===== config.mk =====
export PLATFORM = sky130hd
export DESIGN_NAME = aes256_round_ctrl
export DESIGN_NICKNAME = d
export VERILOG_FILES = /design/src/rtl/aes_pkg.sv /design/src/rtl/aes_round_counter.sv /design/src/rtl/aes256_round_ctrl.sv
export SDC_FILE = /design/constraint.sdc
export NUM_CORES = 1
export LEC_CHECK = 0
export ABC_AREA = 0
export BUFFER_PORTS_ARGS = -buffer_cell sky130_fd_sc_hd__buf_4
export CAP_MARGIN = 20
export CORE_AREA = 2 2 219 221
export DETAILED_ROUTE_END_ITERATION = 16
export DIE_AREA = 0 0 221 223
export PLACE_DENSITY = 0.56
export SLEW_MARGIN = 10
export SYNTH_ARGS = -nofsm -noshare
export SYNTH_HDL_FRONTEND = slang
export SYNTH_SLANG_ARGS = --single-unit

===== constraint.sdc =====
create_clock -name clk -period 8.26 [get_ports clk]
set_input_delay 0.826 -clock clk [delete_from_list [all_inputs] [get_ports clk]]
set_output_delay 0.826 -clock clk [all_outputs]
set_load 0.05 [all_outputs]

===== src/rtl/aes_pkg.sv =====
// Shared definitions for the AES-256 controllers: round count, round-index width
// and the encrypt FSM state encoding.
package aes_pkg;

  localparam int AES256_NUM_ROUNDS = 14;
  localparam int ROUND_W           = 4;

  typedef enum logic [1:0] {
    IDLE  = 2'd0,
    ROUND = 2'd1,
    DONE  = 2'd2
  } aes_state_e;

endpackage


===== src/rtl/aes_round_counter.sv =====
// Round-index counter with synchronous clear, increment and a terminal-count flag.
// Clear takes priority over increment.
module aes_round_counter #(
  parameter int W  = 4,
  parameter int TC = 14
) (
  input  logic         clk,
  input  logic         reset,
  input  logic         clr_i,
  input  logic         inc_i,
  output logic [W-1:0] cnt_o,
  output logic         tc_o
);

  localparam logic [W-1:0] TC_V = W'(TC);

  logic [W-1:0] cnt_q;

  always_ff @(posedge clk or posedge reset) begin
    if (reset) begin
      cnt_q <= '0;
    end else if (clr_i) begin
      cnt_q <= '0;
    end else if (inc_i) begin
      cnt_q <= cnt_q + W'(1);
    end
  end

  assign cnt_o = cnt_q;
  assign tc_o  = (cnt_q == TC_V);

endmodule


===== src/rtl/aes256_round_ctrl.sv =====
// Sequencer for one AES-256 encryption pass: key capture, key-expansion drive,
// datapath round strobes and a result handshake with a completed-block counter.
//
//   state | meaning
//   IDLE  | waiting for a request; in_ready high
//   ROUND | rounds 0..NUM_ROUNDS, one per cycle, no stalls
//   DONE  | result valid; waits for out_ready, may chain straight into ROUND
module aes256_round_ctrl
  import aes_pkg::*;
#(
  parameter int NUM_ROUNDS = AES256_NUM_ROUNDS,
  parameter int CNT_W      = 32
) (
  input  logic               clk,
  input  logic               reset,
  input  logic               in_valid,
  output logic               in_ready,
  input  logic [255:0]       key_in,
  output logic [255:0]       ke_key,
  output logic               ke_enable,
  output logic [ROUND_W-1:0] ke_round_num,
  output logic               dp_load,
  output logic               dp_round_en,
  output logic               dp_last_round,
  output logic               out_valid,
  input  logic               out_ready,
  output logic               busy,
  output logic [CNT_W-1:0]   blocks_done
);

  aes_state_e         state_q, state_d;
  logic [255:0]       ke_key_q, ke_key_d;
  logic [CNT_W-1:0]   blocks_done_q, blocks_done_d;
  logic               cnt_clr, cnt_inc, cnt_tc;
  logic [ROUND_W-1:0] round_cnt;

  aes_round_counter #(
    .W  (ROUND_W),
    .TC (NUM_ROUNDS)
  ) u_round_cnt (
    .clk   (clk),
    .reset (reset),
    .clr_i (cnt_clr),
    .inc_i (cnt_inc),
    .cnt_o (round_cnt),
    .tc_o  (cnt_tc)
  );

  always_ff @(posedge clk or posedge reset) begin
    if (reset) begin
      state_q       <= IDLE;
      ke_key_q      <= '0;
      blocks_done_q <= '0;
    end else begin
      state_q       <= state_d;
      ke_key_q      <= ke_key_d;
      blocks_done_q <= blocks_done_d;
    end
  end

  always_comb begin
    state_d       = state_q;
    ke_key_d      = ke_key_q;
    blocks_done_d = blocks_done_q;
    cnt_clr       = 1'b0;
    cnt_inc       = 1'b0;
    in_ready      = 1'b0;
    unique case (state_q)
      IDLE: begin
        in_ready = 1'b1;
        if (in_valid) begin
          ke_key_d = key_in;
          cnt_clr  = 1'b1;
          state_d  = ROUND;
        end
      end
      ROUND: begin
        if (cnt_tc) begin
          cnt_clr = 1'b1;
          state_d = DONE;
        end else begin
          cnt_inc = 1'b1;
        end
      end
      DONE: begin
        // Accepting a new key here only happens together with the result handshake
        in_ready = out_ready;
        if (out_ready) begin
          blocks_done_d = blocks_done_q + CNT_W'(1);
          if (in_valid) begin
            ke_key_d = key_in;
            cnt_clr  = 1'b1;
            state_d  = ROUND;
          end else begin
            state_d = IDLE;
          end
        end
      end
      default: state_d = IDLE;
    endcase
  end

  assign ke_key        = ke_key_q;
  assign ke_enable     = (state_q == ROUND);
  assign ke_round_num  = (state_q == ROUND) ? round_cnt : '0;
  assign dp_load       = (state_q == ROUND) && (round_cnt == '0);
  assign dp_round_en   = (state_q == ROUND) && (round_cnt != '0);
  assign dp_last_round = (state_q == ROUND) && cnt_tc;
  assign out_valid     = (state_q == DONE);
  assign busy          = (state_q == ROUND) || (state_q == DONE);
  assign blocks_done   = blocks_done_q;

endmodule


* Word level (Yosys, flattened, before mapping)
Index checks and enable logic that the tools add are counted.
** Operators by class
- Eq/ne operators :: 6
- Muxes and demuxes :: 18
- Add/subtract/negate cells :: 2
- Reduce and logical (&&, ||, !) cells :: 12
** Operator list (count)
- two-way mux 256 bit :: 2
- one-hot mux 256 bit (2 select lines) :: 1
- adder 32 x 1 -> 32 bit (second input constant) :: 1
- two-way mux 4 bit :: 3
- two-way mux 1 bit :: 6
- two-way mux 2 bit :: 3
- one-hot mux 2 bit (3 select lines) :: 1
- adder 4 x 1 -> 4 bit (second input constant) :: 1
- == test 4 bit (second input constant) :: 1
- logical NOT 4 bit :: 1
- != test 2 x 1 -> 1 bit (second input constant) :: 2
- AND reduction 2 bit :: 2
- nonzero test 2 bit :: 2
- nonzero test 4 bit :: 1
- logical AND 1 bit :: 3
- one-hot mux 1 bit (3 select lines) :: 1
- AND reduction 3 bit :: 1
- == test 2 x 1 -> 1 bit (second input constant) :: 1
- == test 2 bit (second input constant) :: 1
- logical NOT 2 bit :: 1
- != test 2 bit (second input constant) :: 1
- one-hot mux 1 bit (2 select lines) :: 1
- logical OR 1 bit :: 1
** Word-level totals
- Bits in registers :: 294
- Input bits :: 260
- Output and inout port bits :: 299
- Logic and storage cells :: 42

* Depth between registers and ports, before layout
Gate-level depths: netlist (run 1).
- Depth after elaboration :: 5
- Depth in mapped cells :: 8
- Mapped depth without buffers :: 6

* By module
Synthesis (run 1) repeated with hierarchy kept, for this count alone.
** Second synthesis, totals
- Cells, all modules :: 710
- Area, all modules :: 12196.7 sq um
** By module, submodules not included
- aes256_round_ctrl :: seq. area each 7257.0 sq um, area each 11980.2 sq um, times used 1, cells each 690
- aes_round_counter :: seq. area each 100.1 sq um, area each 216.5 sq um, times used 1, cells each 20

* Worst setup path before layout (run 1)
Ideal clock, no wire load.
- Path kind :: register to output
- Start :: register state_q[1]
- End :: output port dp_round_en
- Data arrival time :: 2427 ps
- Required time :: 7434 ps
- Path buffers :: 1
- Setup slack :: 5007 ps
- Cell stages (with the launch flop) :: 5
- Cells stage by stage :: dfrtp_1 inv_1 ha_1 clkbuf_1 a21boi_0
** Between the ends
- Word-level cells in the longest chain between the ends :: 2
** RTL lines
- start: declaration :: line aes256_round_ctrl.sv:31 : aes_state_e state_q, state_d;
- start signal: assignment :: line aes256_round_ctrl.sv:55 : state_q <= state_d;
- == test 2 x 1 -> 1 bit
- named net ke_enable :: line aes256_round_ctrl.sv:20 : output logic ke_enable,
- logical AND 1 bit :: line aes256_round_ctrl.sv:107 : assign dp_round_en = (state_q == ROUND) && (round_cnt != '0);
- end: declaration :: line aes256_round_ctrl.sv:23 : output logic dp_round_en,
The timed path passes the listed nets, and every way through them passes these cells.

* Worst setup path in the final report (run 1)
- Start :: register state_q[0]
- End :: register ke_key_q[31] (netlist: ke_key[31])
** Between the ends
- Word-level cells in the longest chain between the ends :: 3
** RTL lines
- == test 2 bit or logical NOT 2 bit (tied branches) :: line aes256_round_ctrl.sv:68 : unique case (state_q)
- != test 2 x 1 -> 1 bit (no line) or nonzero test 2 bit (tied branches)
- AND reduction 2 bit (no line)
- end signal: assignment :: line aes256_round_ctrl.sv:56 : ke_key_q <= ke_key_d;
- end: declaration :: line aes256_round_ctrl.sv:32 : logic [255:0] ke_key_q, ke_key_d;
Parallel ways exist; a longest one is shown, timed or not.
A chain may end at the register's enable or synchronous reset.

==> results.md, run 1 <==
- The flow ran to the end, and the final reports show no timing, DRC or antenna violations.
- After detailed routing, the total wire length is 32.09 mm.
- Registers take 7357 sq um.
- The effective utilization at floorplan is 24.40%.
- The multi-input gate area in the final layout is 3845 sq um.
- The final-report setup violation count is 0.
- The synthesized netlist net count is 991.
- The count of standard-cell rows is 80.
- The largest single stage delay on the critical path is 480 ps.
- In this run the standard cell core region covers 47150 sq um.
- Setup repair after global routing left no endpoint under its margin.
- The post-route netlist has 65.85% of its cells at a drive strength greater than 1.
- The number of port buffers is 558.
- The number of slew-limit violations in the final report is 0.
- Between clock sinks in the finished design, the worst skew comes to 8.035 ps.
- The peak clock frequency supported by timing is 0.3295 GHz.
- CTS saw 294 sinks.
- The cell at the root of the clock tree is sky130_fd_sc_hd__clkbuf_16.
- The number of top-level pins is 559.
- Counting flops and latches in the post-synthesis netlist gives 294.
- The worst hold slack is 482.0 ps.
- For this run, design rule violations remaining after detail routing come to 0.
- The arrival time of the worst setup path is 3430 ps.
- The worst path uses 36.74% of the clock period.
- At the worst endpoint, the required time is 8660 ps.
- The setup TNS is 0 ps.
- Of all nets on the critical path, the largest fanout is 161.
- IR analysis of the VDD net gives a maximum drop of 0.3206 mV.
- The fraction of registers with async set/reset is 100.0%.
- The clock tree from TritonCTS is built.
- The number of inserted diodes is 0.
- The count of filler cells inserted in the layout is 4615.
- In this run the tightest slew margin relative to its limit is 23.58%.
- The type of the worst setup path is reg -> reg.
- Traced cell by cell, the critical path runs through inv_1 > ha_1 > and2_0 > o21ai_4 > buf_4 > buf_12 > mux2_2.
- The DRC violation total after the first TritonRoute iteration is 269.
- The measured slew at the worst slew-check pin is 1146 ps.
- STA classifies the critical path endpoint as a flop.
- After clock tree synthesis, the setup repair step added 0 buffers.
- The setup slack after placement is 5093 ps.
- The most used flip-flop cell after synthesis is sky130_fd_sc_hd__dfrtp_1.
- In this run, post-CTS repair resized a total of 0 instances.
- Measured along the y axis, the die boundary spans 223 um.
- Across every metal layer, demand over resource in global routing totals 12.67%.
- The number of warning messages in the yosys log is 0.
- The H-tree was split into 2 levels.
- In this run the remaining antenna-violating nets after routing total 0.
- Entering global routing, the biggest net connects 162 pins.
- After clock tree synthesis, the flow added hold-fix buffers numbering 0.
- The tool flagged a number of max-cap violations equal to 0.
- The startpoint type of the worst setup path is a flop.
- The worst path in the final design needs a cycle of 3035 ps, including I/O delays and setup.
- The post-synthesis instance area is 11500 sq um.
- The worst min-delay path class is reg -> reg.
- The sequential share of the synthesized area is 63.96%.
- The least setup slack across all paths after layout is 5225 ps.
- The via count of the first global-routing pass came to 8473.
- After legalization and detailed placement, the total HPWL measured 23.68 mm.
- The number of buffers on the longest clock path is 3.
- The design draws 8.837 mW.
- The die extent in x is 221 um.
- The cell type of the slowest stage on the worst timing path is sky130_fd_sc_hd__buf_12.
- Detailed routing inserted a total of 7956 vias.
- For this design the ratio of total power to cell area is 509.2 nW/um^2.
- The number of hold violations in the final report was 0.
- The die outline area is 49280 sq um.
- The area growth from synthesis to layout is 50.89%.
- The pre-antenna-repair detailed-routing pass consisted of 5 iterations.
- Counting distinct cell types in the post-synthesis netlist gives 36.
- The number of cells produced by synthesis is 722.
- The library cell used most frequently in the layout, excluding fill and tap cells, is sky130_fd_sc_hd__buf_4.
- The congestion estimate from routability-driven global placement came to 0.7486.
- The detail-routed via count per cell is 4.135.
- The wire length of the first global-routing pass is 49.60 mm.
- The post-layout net count is 1558.
- Summed over all layers, the global routing overflow is 0.
- The number of flops mapped to enable cells by yosys is 0.
- The clock edge transition at the registers on the reported setup and hold paths is 60 ps.
- The top cell types in the final layout, fill and taps aside, are 560 x sky130_fd_sc_hd__buf_4, 294 x sky130_fd_sc_hd__dfrtp_1, 236 x sky130_fd_sc_hd__mux2_2, 37 x sky130_fd_sc_hd__clkbuf_16, 27 x sky130_fd_sc_hd__xnor2_1.
- The number of antenna violations at the first check in global routing is 0.
- Summed over all cells, the static leakage comes to 8.299 nW.
- The number of buffers added by the clock tree synthesis step is 34.
- The clock latency on the worst-skew pair is 520 ps.
- After detailed routing, the average wire length per cell comes to 16.68 um.
- Averaged over all synthesized cells, the footprint is 15.93 sq um.
[state kept, by name, summed over array words and instances (netlist names)]
| signal | cells |
|---|---|
| u_round_cnt.cnt_o | 4 |
| ke_key | 256 |
| blocks_done | 32 |
| state_q | 2 |
[through the flow]
step           area (sq um)  std cells  util (%)
6_report              17360       1924     36.81
5_1_grt               17360       1924     36.81
4_1_cts               17360       1924     36.81
3_5_place_dp          16270       1868     34.52
3_3_place_gp          16270       1868     34.52
2_1_floorplan         11510        722         -
[metal layers]
layer  part of all wire, %  global-route usage, %  wire [um]
met5                     0                      0          0
met4                   2.4                  4.395        765
met3                   8.0                  4.478       2572
met2                    51                  21.93      16350
met1                    39                  14.47      12410
[logic make-up after synthesis]
logic type / after synthesis / share of synthesized area [%]
flip-flops: 294 / 63.96
multiplexers: 257 / 25.16
AND/OR/NAND/NOR: 78 / 4.145
buffers and inverters: 41 / 2.676
XOR/XNOR: 34 / 2.589
AO/OA/AOI/OAI: 9 / 0.4895
adder cells (fa/ha/maj): 9 / 0.9790
[worst paths after layout]
path                       slack (ps)                           to                        start  cells after the start
setup / recovery                 5230       ke_key[31]$_DFFE_PP0P_       state_q[0]$_DFFE_PP0P_                      7
hold / removal                    480  blocks_done[31]$_DFFE_PP0P_  blocks_done[31]$_DFFE_PP0P_                      1
setup reg to reg                 5230       ke_key[31]$_DFFE_PP0P_       state_q[0]$_DFFE_PP0P_                      7
hold reg to reg                   480  blocks_done[31]$_DFFE_PP0P_  blocks_done[31]$_DFFE_PP0P_                      1
max in group asynchronous        6990      ke_key[111]$_DFFE_PP0P_                        reset                      3
min in group asynchronous         510       ke_key[63]$_DFFE_PP0P_                        reset                      3
[critical path: cells and delay by family (launching register included)]
kind	cells	cell delay [ps]
AOI/OAI and AO/OA	1	190
adders and majority gates	1	280
buffers and inverters	3	910
DFF	1	400
muxes	1	430
and+or+nand+nor	1	290
[power by group]
| part | total, mW | switching [mW] | internal, mW |
|---|---|---|---|
| logic | 4.90 | 3.25 | 1.65 |
| clock network | 1.47 | 0.580 | 0.886 |
| registers | 2.47 | 0.357 | 2.11 |
| total | 8.84 | 4.18 | 4.65 |
[Yosys cell counts, types with 2 or more instances]
library cell / n / area [sq um]
sky130_fd_sc_hd__a21oi_1: 3 / 15.01
sky130_fd_sc_hd__and2_1: 6 / 37.54
sky130_fd_sc_hd__and3_1: 5 / 31.28
sky130_fd_sc_hd__and3_2: 4 / 30.03
sky130_fd_sc_hd__buf_2: 3 / 15.01
sky130_fd_sc_hd__buf_4: 16 / 120.1
sky130_fd_sc_hd__buf_6: 12 / 135.1
sky130_fd_sc_hd__dfrtp_1: 294 / 7357
sky130_fd_sc_hd__ha_1: 9 / 112.6
sky130_fd_sc_hd__inv_1: 9 / 33.78
sky130_fd_sc_hd__mux2_1: 21 / 236.5
sky130_fd_sc_hd__mux2_2: 236 / 2658
sky130_fd_sc_hd__nand2_1: 12 / 45.04
sky130_fd_sc_hd__nand3_1: 15 / 75.07
sky130_fd_sc_hd__nand4_1: 13 / 81.33
sky130_fd_sc_hd__nor2_1: 9 / 33.78
sky130_fd_sc_hd__nor3_2: 2 / 20.02
sky130_fd_sc_hd__o21ai_0: 3 / 15.01
sky130_fd_sc_hd__xnor2_1: 27 / 236.5
sky130_fd_sc_hd__xor2_1: 7 / 61.31
[layout make-up]
cell class                      instances  area share [%]
Multi-Input combinational cell        387           22.15
Clock inverter                          6          0.3316
Tap cell                              615           4.434
Sequential cell                       294           42.39
Timing Repair Buffer                  563           24.57
Inverter                                9          0.2163
Clock buffer                           50           5.904
Note: power is estimated with default switching activity, not from simulation.
==> inputs of run 2 (changes only) <==
Settings changed: ABC_AREA 0 to 1, CORE_AREA 2 2 219 221 to 2 2 215 217, DIE_AREA 0 0 221 223 to 0 0 217 219, PLACE_DENSITY 0.56 to 0.58.
Clock period 8.26 ns to 3 ns, I/O delays scaled along.
==> run 2 against run 1 <==
Final cell count grew 19%. Synthesized cell count up 14%. Wire length rose by 29%. Sequential share of layout area fell by 7.8 points. Global-route usage increased by 4.2 points. Clock-buffer cell count fell by 3. Worst setup slack got worse by 4700 ps. First-iteration DRC count grew 78%. Via count grew 22%. Area after synthesis up 10%. Sequential power grew to 2.9 times the previous value. Maximum frequency increased by 23%. Critical path type unchanged. Largest cell class unchanged. Largest power group unchanged. Highest routed layer unchanged.
==> results.md, run 2 <==
- The leakage power total is 10.85 nW (+31%).
- The run finished with clean final reports.
- The most common cell after layout, fill and taps aside is sky130_fd_sc_hd__buf_4.
- The deepest level of the CTS H-tree is 2 (unchanged).
- The path class of the tightest hold or removal check is in -> reg.
- The number of search-and-repair iterations in the first detailed-routing pass is 5 (unchanged).
- The overflow left after global routing is 0 (unchanged).
- The number of flip-flops under the largest register name is 256 (unchanged).
- Setup repair after global routing left no endpoint under its margin.
- In this run the clock root is driven by a sky130_fd_sc_hd__clkbuf_16.
- The number of hold violations in the final report came to 0 (unchanged).
- The distinct cell type count after synthesis is 24 (-33%).
- The minimum period implied by the final worst setup slack was 2464 ps (-570.9 ps).
- The peak clock frequency supported by timing is 0.4059 GHz (+23%).
- The post-synthesis instance area was 12670 sq um (+10%).
- The total of flip-flops plus latches after synthesis is 294 (unchanged).
- Yosys instantiated no cell more often than sky130_fd_sc_hd__dfrtp_1.
- The post-CTS resize count is 0 (unchanged).
- The aggregate global-route resource usage is 16.83% (+4.2 points).
- The placement-stage cell area is 17570 sq um (+8.0%).
- The number of buffers inserted to repair setup after CTS is 0 (unchanged).
- The number of slew-limit violations in the final report came to 0 (unchanged).
- The placer's final routability congestion estimate is 0.8422 (+13%).
- The most critical setup path has its startpoint at state_q[0]$_DFFE_PP0P_.
- The maximum number of pins on one net before global-route repair is 70 (-57%).
- By area the synthesized netlist is led by sky130_fd_sc_hd__dfrtp_1 58%, sky130_fd_sc_hd__mux2_4 28%, sky130_fd_sc_hd__nand2_1 2.5%, sky130_fd_sc_hd__buf_6 2.4%, sky130_fd_sc_hd__mux2_2 1.4%.
- Leaving out fill and tap cells, the most frequent cells in the layout are 568 x sky130_fd_sc_hd__buf_4, 294 x sky130_fd_sc_hd__dfrtp_1, 254 x sky130_fd_sc_hd__dlygate4sd3_1, 240 x sky130_fd_sc_hd__mux2_4, 84 x sky130_fd_sc_hd__nand2_1.
- The post-synthesis share of cell area spent on xor and xnor gates is 1.383% (-1.2 points).
- The fraction of registers with async set/reset is 100.0% (unchanged).
- The fraction of the cycle the final worst path needs is 82.12% (+45 points).
- The synthesized netlist net count is 1094 (+10%).
- The residual DRC count is 0 (unchanged).
- The nature of the critical path endpoint is a flop.
- The ratio of cells with drive above 1 in the final layout is 52.78% (-13 points).
- The count of filler cells inserted in the layout is 3975 (-14%).
- The average cell area after synthesis is 15.35 sq um (-3.6%).
- The post-layout net count is 1934 (+24%).
- The number of flops mapped to enable cells by yosys is 0 (unchanged).
- TritonCTS built the clock tree.
- The critical path required time is 3400 ps (-5260 ps).
- The number of antenna violations at the first check in global routing is 2 (+2).
- The measured slew at the worst slew-check pin is 781.2 ps (-365.2 ps).
- The wire length of the first global-routing pass is 62.29 mm (+26%).
- The final-report setup violation count is 0 (unchanged).
- The total instance count after detailed placement is 1974 (+5.7%).
- The final clock skew is 11.97 ps (+3.939 ps).
- The mean routed wirelength per cell was 18.11 um (+8.5%).
- The HPWL after detailed placement is 28.60 mm (+21%).
- The number of hold buffers added after cts came to 254 (+254).
- The worst setup path is of the reg -> reg kind.
- The filler-free cell count of the finished design is 2290 (+19%).
- The clock edge transition at the registers on the reported setup and hold paths is 50 ps (about the same).
- The largest family of logic cells by synthesized area is multiplexers.
- The headroom to the max-slew limit is 47.81% (+24 points).
- The number of cells on the worst reg-to-reg path is 7 (unchanged).
- The number of routed nets with antenna violations is 0 (unchanged).
- The number of cells produced by synthesis is 825 (+14%).
- The area fraction in and, or, nand and nor cells after synthesis is 5.709% (+1.6 points).
- The sequential share of the synthesized area came to 58.08% (-5.9 points).
- The worst hold slack came to 39.33 ps (-442.7 ps).
- The share of synthesized area spent on multiplexers is 29.87% (+4.7 points).
- The clock latency on the worst-skew pair is 530 ps (about the same).
- The number of top-level pins is 559 (unchanged).
- The DRC violation total after the first TritonRoute iteration is 480 (+78%).
- The area of the core was 45090 sq um (-4.4%).
- The die extent in x is 217 um (-1.8%).
- The most critical setup path has its endpoint at ke_key[107]$_DFFE_PP0P_.
- The detail-routed via count per cell is 4.255 (+2.9%).
- The beginning of the worst register-to-register path is state_q[0]$_DFFE_PP0P_.
- The total power divided by cell area is 1275 nW/um^2 (+150%).
- The via count of the first global-routing pass came to 10500 (+24%).
- The internal reg-to-reg setup slack is 540 ps (-4690 ps).
- The largest fanout on the critical path is 47 (-71%).
- The maximum VDD drop is 1.016 mV (+220%).
- The routed wire length is 41.46 mm (+29%).
- The die outline area is 47520 sq um (-3.6%).
- The synthesized-area fraction occupied by ao, oa, aoi and oai cells is 0.4741% (-0.015 points).
- The effective utilization at floorplan was 28.09% (+3.7 points).
- STA classifies the critical path startpoint as a flop.
- The via count of the routed design came to 9743 (+22%).
- The number of port buffers is 558 (unchanged).
- The number of warning messages in the yosys log is 0 (unchanged).
- The number of buffers added by the clock tree synthesis step was 35 (+2.9%).
- The vertical die dimension was 219 um (-1.8%).
- The endpoint of the lowest-slack register-to-register path is ke_key[107]$_DFFE_PP0P_.
- The adder and majority cell fraction of the synthesized area was 0.8890% (-0.090 points).
- The count of standard-cell rows came to 78 (-2.5%).
- The clock sink total is 294 (unchanged).
- The arrival time of the worst setup path is 2860 ps (-570 ps).
- The total of max-cap violations is 0 (unchanged).
- The number of buffers on the longest clock path is 3 (unchanged).
- The most used flip-flop cell after synthesis is sky130_fd_sc_hd__dfrtp_1.
- In the synthesized netlist, the cells that appear most often are 294 x sky130_fd_sc_hd__dfrtp_1, 240 x sky130_fd_sc_hd__mux2_4, 84 x sky130_fd_sc_hd__nand2_1, 40 x sky130_fd_sc_hd__nor2_1, 39 x sky130_fd_sc_hd__inv_1.
- The post-layout total power is 27.13 mW (+210%).
- The share of the synthesized area in the top cell type is 58.08% (-5.9 points).
- The cell area after layout was 21290 sq um (+23%).
- The cell accounting for the most synthesized area is sky130_fd_sc_hd__dfrtp_1.
- The layout overhead on the synthesized area is 68.07%.
## run 2: worst min-delay path by stage
stage	from	to	slack (ps)	depth (start not counted)
floorplan	key_in[0]	ke_key[0]$_DFFE_PP0P_	450	1
global placement	blocks_done[31]$_DFFE_PP0P_	blocks_done[31]$_DFFE_PP0P_	470	2
detailed placement	reset	ke_key[65]$_DFFE_PP0P_	490	2
CTS	key_in[105]	ke_key[105]$_DFFE_PP0P_	0.9	2
global route	key_in[154]	ke_key[154]$_DFFE_PP0P_	8	2
finish	key_in[154]	ke_key[154]$_DFFE_PP0P_	40	2
## run 2: layer usage
layer | up-vias | GRT usage, % | part of all wire [%]
li1 | 4489 | - | -
met1 | 4863 | 20.17 | 40
met2 | 321 | 29.17 | 51
met3 | 70 | 4.338 | 6.3
met4 | 0 | 5.959 | 3.0
met5 | - | 0 | 0
## run 2: cells by family (layout without fill, tap and decap cells)
kind of cell | after synthesis | count (layout)
other | 0 | 2
DFF | 294 | 294
muxes | 256 | 256
AOI/OAI and AO/OA | 11 | 11
and+or+nand+nor | 168 | 168
xor gates and xnor gates | 20 | 20
adders and majority gates | 9 | 9
buffers and inverters | 67 | 930
## run 2: power breakdown
group	leakage (nW)	switching [mW]	internal [mW]
clock	0.580	1.68	2.68
combinational	6.75	9.59	6.12
sequential	3.52	1.21	5.85
## run 2: worst max-delay path: stages (launching register included)
cell                      delay [ps]
sky130_fd_sc_hd__dfrtp_1         410
sky130_fd_sc_hd__inv_1            90
sky130_fd_sc_hd__ha_1            250
sky130_fd_sc_hd__nand2_2         160
sky130_fd_sc_hd__o21ai_1         180
sky130_fd_sc_hd__nand2_8         430
sky130_fd_sc_hd__buf_12          400
sky130_fd_sc_hd__mux2_2          380
## run 2: through the flow
step                      setup slack (ps)  util (%)  setup TNS (ps)
after floorplan                      -1203         -         -353720
after global placement               566.0     38.97               0
after detailed placement             524.5     38.97               0
after CTS                            508.3     47.21               0
after global routing                 338.7     47.22               0
final                                536.4     47.22               0
## run 2: final cells by class
class                      instances  area, sq um  share of cell area [%]
multi-input combinational        464         4868                   22.87
inverter                          39        150.1                  0.7053
tap                              600        750.7                   3.526
antenna                            2        5.005                 0.02351
sequential                       294         7357                   34.56
timing repair buffer             831         6987                   32.82
clock buffer                      47         1003                   4.713
clock inverter                    13        167.7                  0.7875
==> inputs of run 3 (changes only) <==
Clock period 3 ns to 2.3 ns, I/O delays scaled along.
==> run 3 against run 2 <==
Cell area rose by 0.79%. Power rose by 31%. Critical path depth rose by 1. Largest power group unchanged. Sequential share of layout area fell by 0.27 points.
==> results.md, run 3 (synthesis gave the netlist of run 2 again) <==
- The kind of cell adding the most delay to the critical path is buffers and inverters.
- The setup slack after placement is 172.4 ps (-352.1 ps).
- The routed wire length is 40.90 mm (-1.4%).
- The residual DRC count is 0 (unchanged).
- The path class of the tightest hold or removal check is in -> reg.
- The total power divided by cell area is 1661 nW/um^2 (+30%).
- The area of the core is 45090 sq um (unchanged).
- Relative to the synthesized area, the layout overhead comes to 69.40%.
- The relative contribution of sequential cells to total power is 25.9% (about the same).
- The arrival time of the worst setup path was 2550 ps (-310 ps).
- By startpoint and endpoint, the worst setup path is classified as reg -> reg.
- The mean routed wirelength per cell was 17.77 um (-1.8%).
- The total of max-cap violations is 0 (unchanged).
- The count of buffer and inverter cells on the critical path is 4 (+2).
- The maximum VDD drop is 0.9590 mV (-5.6%).
- The wire length of the first global-routing pass is 61.38 mm (-1.5%).
- The overflow left after global routing was 0 (unchanged).
- The detail-routed via count per cell came to 4.223 (-0.74%).
- The placer's final routability congestion estimate is 0.8231 (-2.3%).
- The post-layout net count is 1945 (+0.57%).
- The fraction of the cycle the final worst path needs is 93.29% (+11 points).
- In the layout the commonest cells are 573 x sky130_fd_sc_hd__buf_4, 294 x sky130_fd_sc_hd__dfrtp_1, 257 x sky130_fd_sc_hd__dlygate4sd3_1, 240 x sky130_fd_sc_hd__mux2_4, 84 x sky130_fd_sc_hd__nand2_1.
- The vertical die dimension is 219 um (unchanged).
- The leakage power total is 10.93 nW (+0.72%).
- The number of hold violations in the final report is 0 (unchanged).
- The most numerous cell type found on the critical path is sky130_fd_sc_hd__inv_1.
- The largest fanout on the critical path is 21 (-55%).
- The post-layout total power came to 35.64 mW (+31%).
- The setup TNS is 0 ps (unchanged).
- The effective utilization at floorplan is 28.09% (unchanged).
- The part of the power in combinational logic is 57.8% (about the same).
- The number of port buffers came to 558 (unchanged).
- The number of buffers on the longest clock path is 3 (unchanged).
- The final clock skew was 17.59 ps (+5.618 ps).
- The number of slew-limit violations in the final report is 0 (unchanged).
- The utilization after layout is 47.59% (+0.37 points).
- The clock tree from TritonCTS is built.
- The number of antenna violations at the first check in global routing was 0 (-2).
- The number of routed nets with antenna violations was 0 (unchanged).
- The count of standard-cell rows is 78 (unchanged).
- The peak clock frequency supported by timing is 0.4661 GHz (+15%).
- The clock edge transition at the registers on the reported setup and hold paths came to 60 ps (about the same).
- The number of top-level pins is 559 (unchanged).
- The maximum number of pins on one net before global-route repair is 89 (+27%).
- The post-CTS resize count came to 0 (unchanged).
- The number of buffers added by the clock tree synthesis step is 35 (unchanged).
- The worst hold slack was 143.2 ps (+103.8 ps).
- The cell at the root of the clock tree is sky130_fd_sc_hd__clkbuf_16.
- The least setup slack across all paths after layout came to 154.3 ps (-382.1 ps).
- The critical path required time is 2710 ps (-690 ps).
- The clock sink total is 294 (unchanged).
- The DRC violation total after the first TritonRoute iteration was 520 (+8.3%).
- The headroom to the max-slew limit is 61.75% (+14 points).
- The worst stage delay on the critical path came to 400 ps (-30 ps).
- The clock latency on the worst-skew pair came to 540 ps (about the same).
- The nature of the critical path endpoint is a flop.
- The switching power was 16.31 mW (+31%).
- The final-report setup violation count is 0 (unchanged).
- Setup repair after global routing left no endpoint under its margin.
- The HPWL after detailed placement is 28.70 mm (+0.34%).
- The via count of the first global-routing pass came to 10490 (-0.029%).
- The startpoint type of the worst setup path is a flop.
- The library cell used most frequently in the layout, excluding fill and tap cells, is sky130_fd_sc_hd__buf_4.
- The number of search-and-repair iterations in the first detailed-routing pass is 5 (unchanged).
- The number of buffers inserted to repair setup after CTS is 0 (unchanged).
- The clock network power share is 16.3% (+0.2 points).
- The via count of the routed design is 9717 (-0.27%).
- The number of flip-flops under the largest register name is 256 (unchanged).
- The minimum period implied by the final worst setup slack is 2146 ps (-317.9 ps).
- The measured slew at the worst slew-check pin is 573.7 ps (-207.5 ps).
- The deepest level of the CTS H-tree is 2 (unchanged).
- The run finished with clean final reports.
- The ratio of cells with drive above 1 in the final layout is 53.06% (+0.27 points).
- The aggregate global-route resource usage came to 16.58% (-0.25 points).
- The die extent in x came to 217 um (unchanged).
- The internal power is 19.33 mW (+32%).
- The slowest stage of the critical path is the sky130_fd_sc_hd__dfrtp_1 cell.
- Traced cell by cell, the critical path runs through inv_1 > ha_1 > inv_1 > o21ai_1 > nand2_8 > buf_12 > buf_4 > mux2_4.
- The die outline area is 47520 sq um (unchanged).
- The fraction of power spent switching nets is 45.76% (-0.22 points).
## run 3: cell types whose count changed in the layout (fill, tap and decap cells not counted), sizes merged
cell / before / now
clkbuf: 47 / 48
diode: 2 / 1
buf: 577 / 585
dlygate4sd3: 254 / 257
clkinv: 8 / 5
inv: 38 / 40
clkinvlp: 2 / 3
## run 3: power by group through the flow
stage	logic [mW]	clock network, mW	registers [mW]
2_1_floorplan	6.29	0	17.3
3_5_place_dp	20.3	0	9.22
3_3_place_gp	20.1	0	9.18
6_report	20.6	5.82	9.21
5_1_grt	21.3	6.23	9.50
4_1_cts	20.7	6.03	9.18
## run 3: timing repair
| item | CTS | global route |
|---|---|---|
| endpoints found under the hold margin | 308 | 0 |
| hold buffers | 257 | 0 |
| endpoints found under the setup margin | 0 | 0 |
## run 3: layout make-up
class | count | area (sq um)
inverter | 39 | 150.1
tap | 600 | 750.7
clock buffer | 48 | 1026
multi-input combinational | 464 | 4868
sequential | 294 | 7357
fill | 3942 | 23630
clock inverter | 13 | 188.9
antenna | 1 | 2.502
timing repair buffer | 842 | 7114
## run 3: per-stage QoR
stage | area, sq um | cells
after detailed placement | 17670 | 1982
after global routing | 21460 | 2300
after CTS | 21460 | 2300
after floorplan | 12670 | 825
after global placement | 17670 | 1982
final | 21460 | 2301
## run 3: worst paths after layout
| kind | slack, ps | cells past startpoint | start | to |
|---|---|---|---|---|
| max | 150 | 8 | state_q[1]$_DFFE_PP0P_ | ke_key[176]$_DFFE_PP0P_ |
| min | 140 | 5 | out_ready | blocks_done[1]$_DFFE_PP0P_ |
| max reg2reg | 150 | 8 | state_q[1]$_DFFE_PP0P_ | ke_key[176]$_DFFE_PP0P_ |
| min reg2reg | 500 | 2 | blocks_done[31]$_DFFE_PP0P_ | blocks_done[31]$_DFFE_PP0P_ |
| max in group asynchronous | 1210 | 5 | reset | blocks_done[30]$_DFFE_PP0P_ |
| min in group asynchronous | 350 | 4 | reset | ke_key[138]$_DFFE_PP0P_ |
## run 3: worst register-to-register path, delay by kind of cell, from the launching register on
kind,cells,cell delay [ps]
and+or+nand+nor,1,110
AOI/OAI and AO/OA,1,330
DFF,1,400
adders and majority gates,1,180
muxes,1,330
buffers and inverters,4,680
## run 3: layer usage
metal | share of wire (%) | global-route usage, % | wire, um
met5 | 0 | 0 | 0
met4 | 3.3 | 6.689 | 1367
met3 | 7.4 | 4.906 | 3023
met2 | 51 | 28.71 | 20720
met1 | 39 | 19.18 | 15790
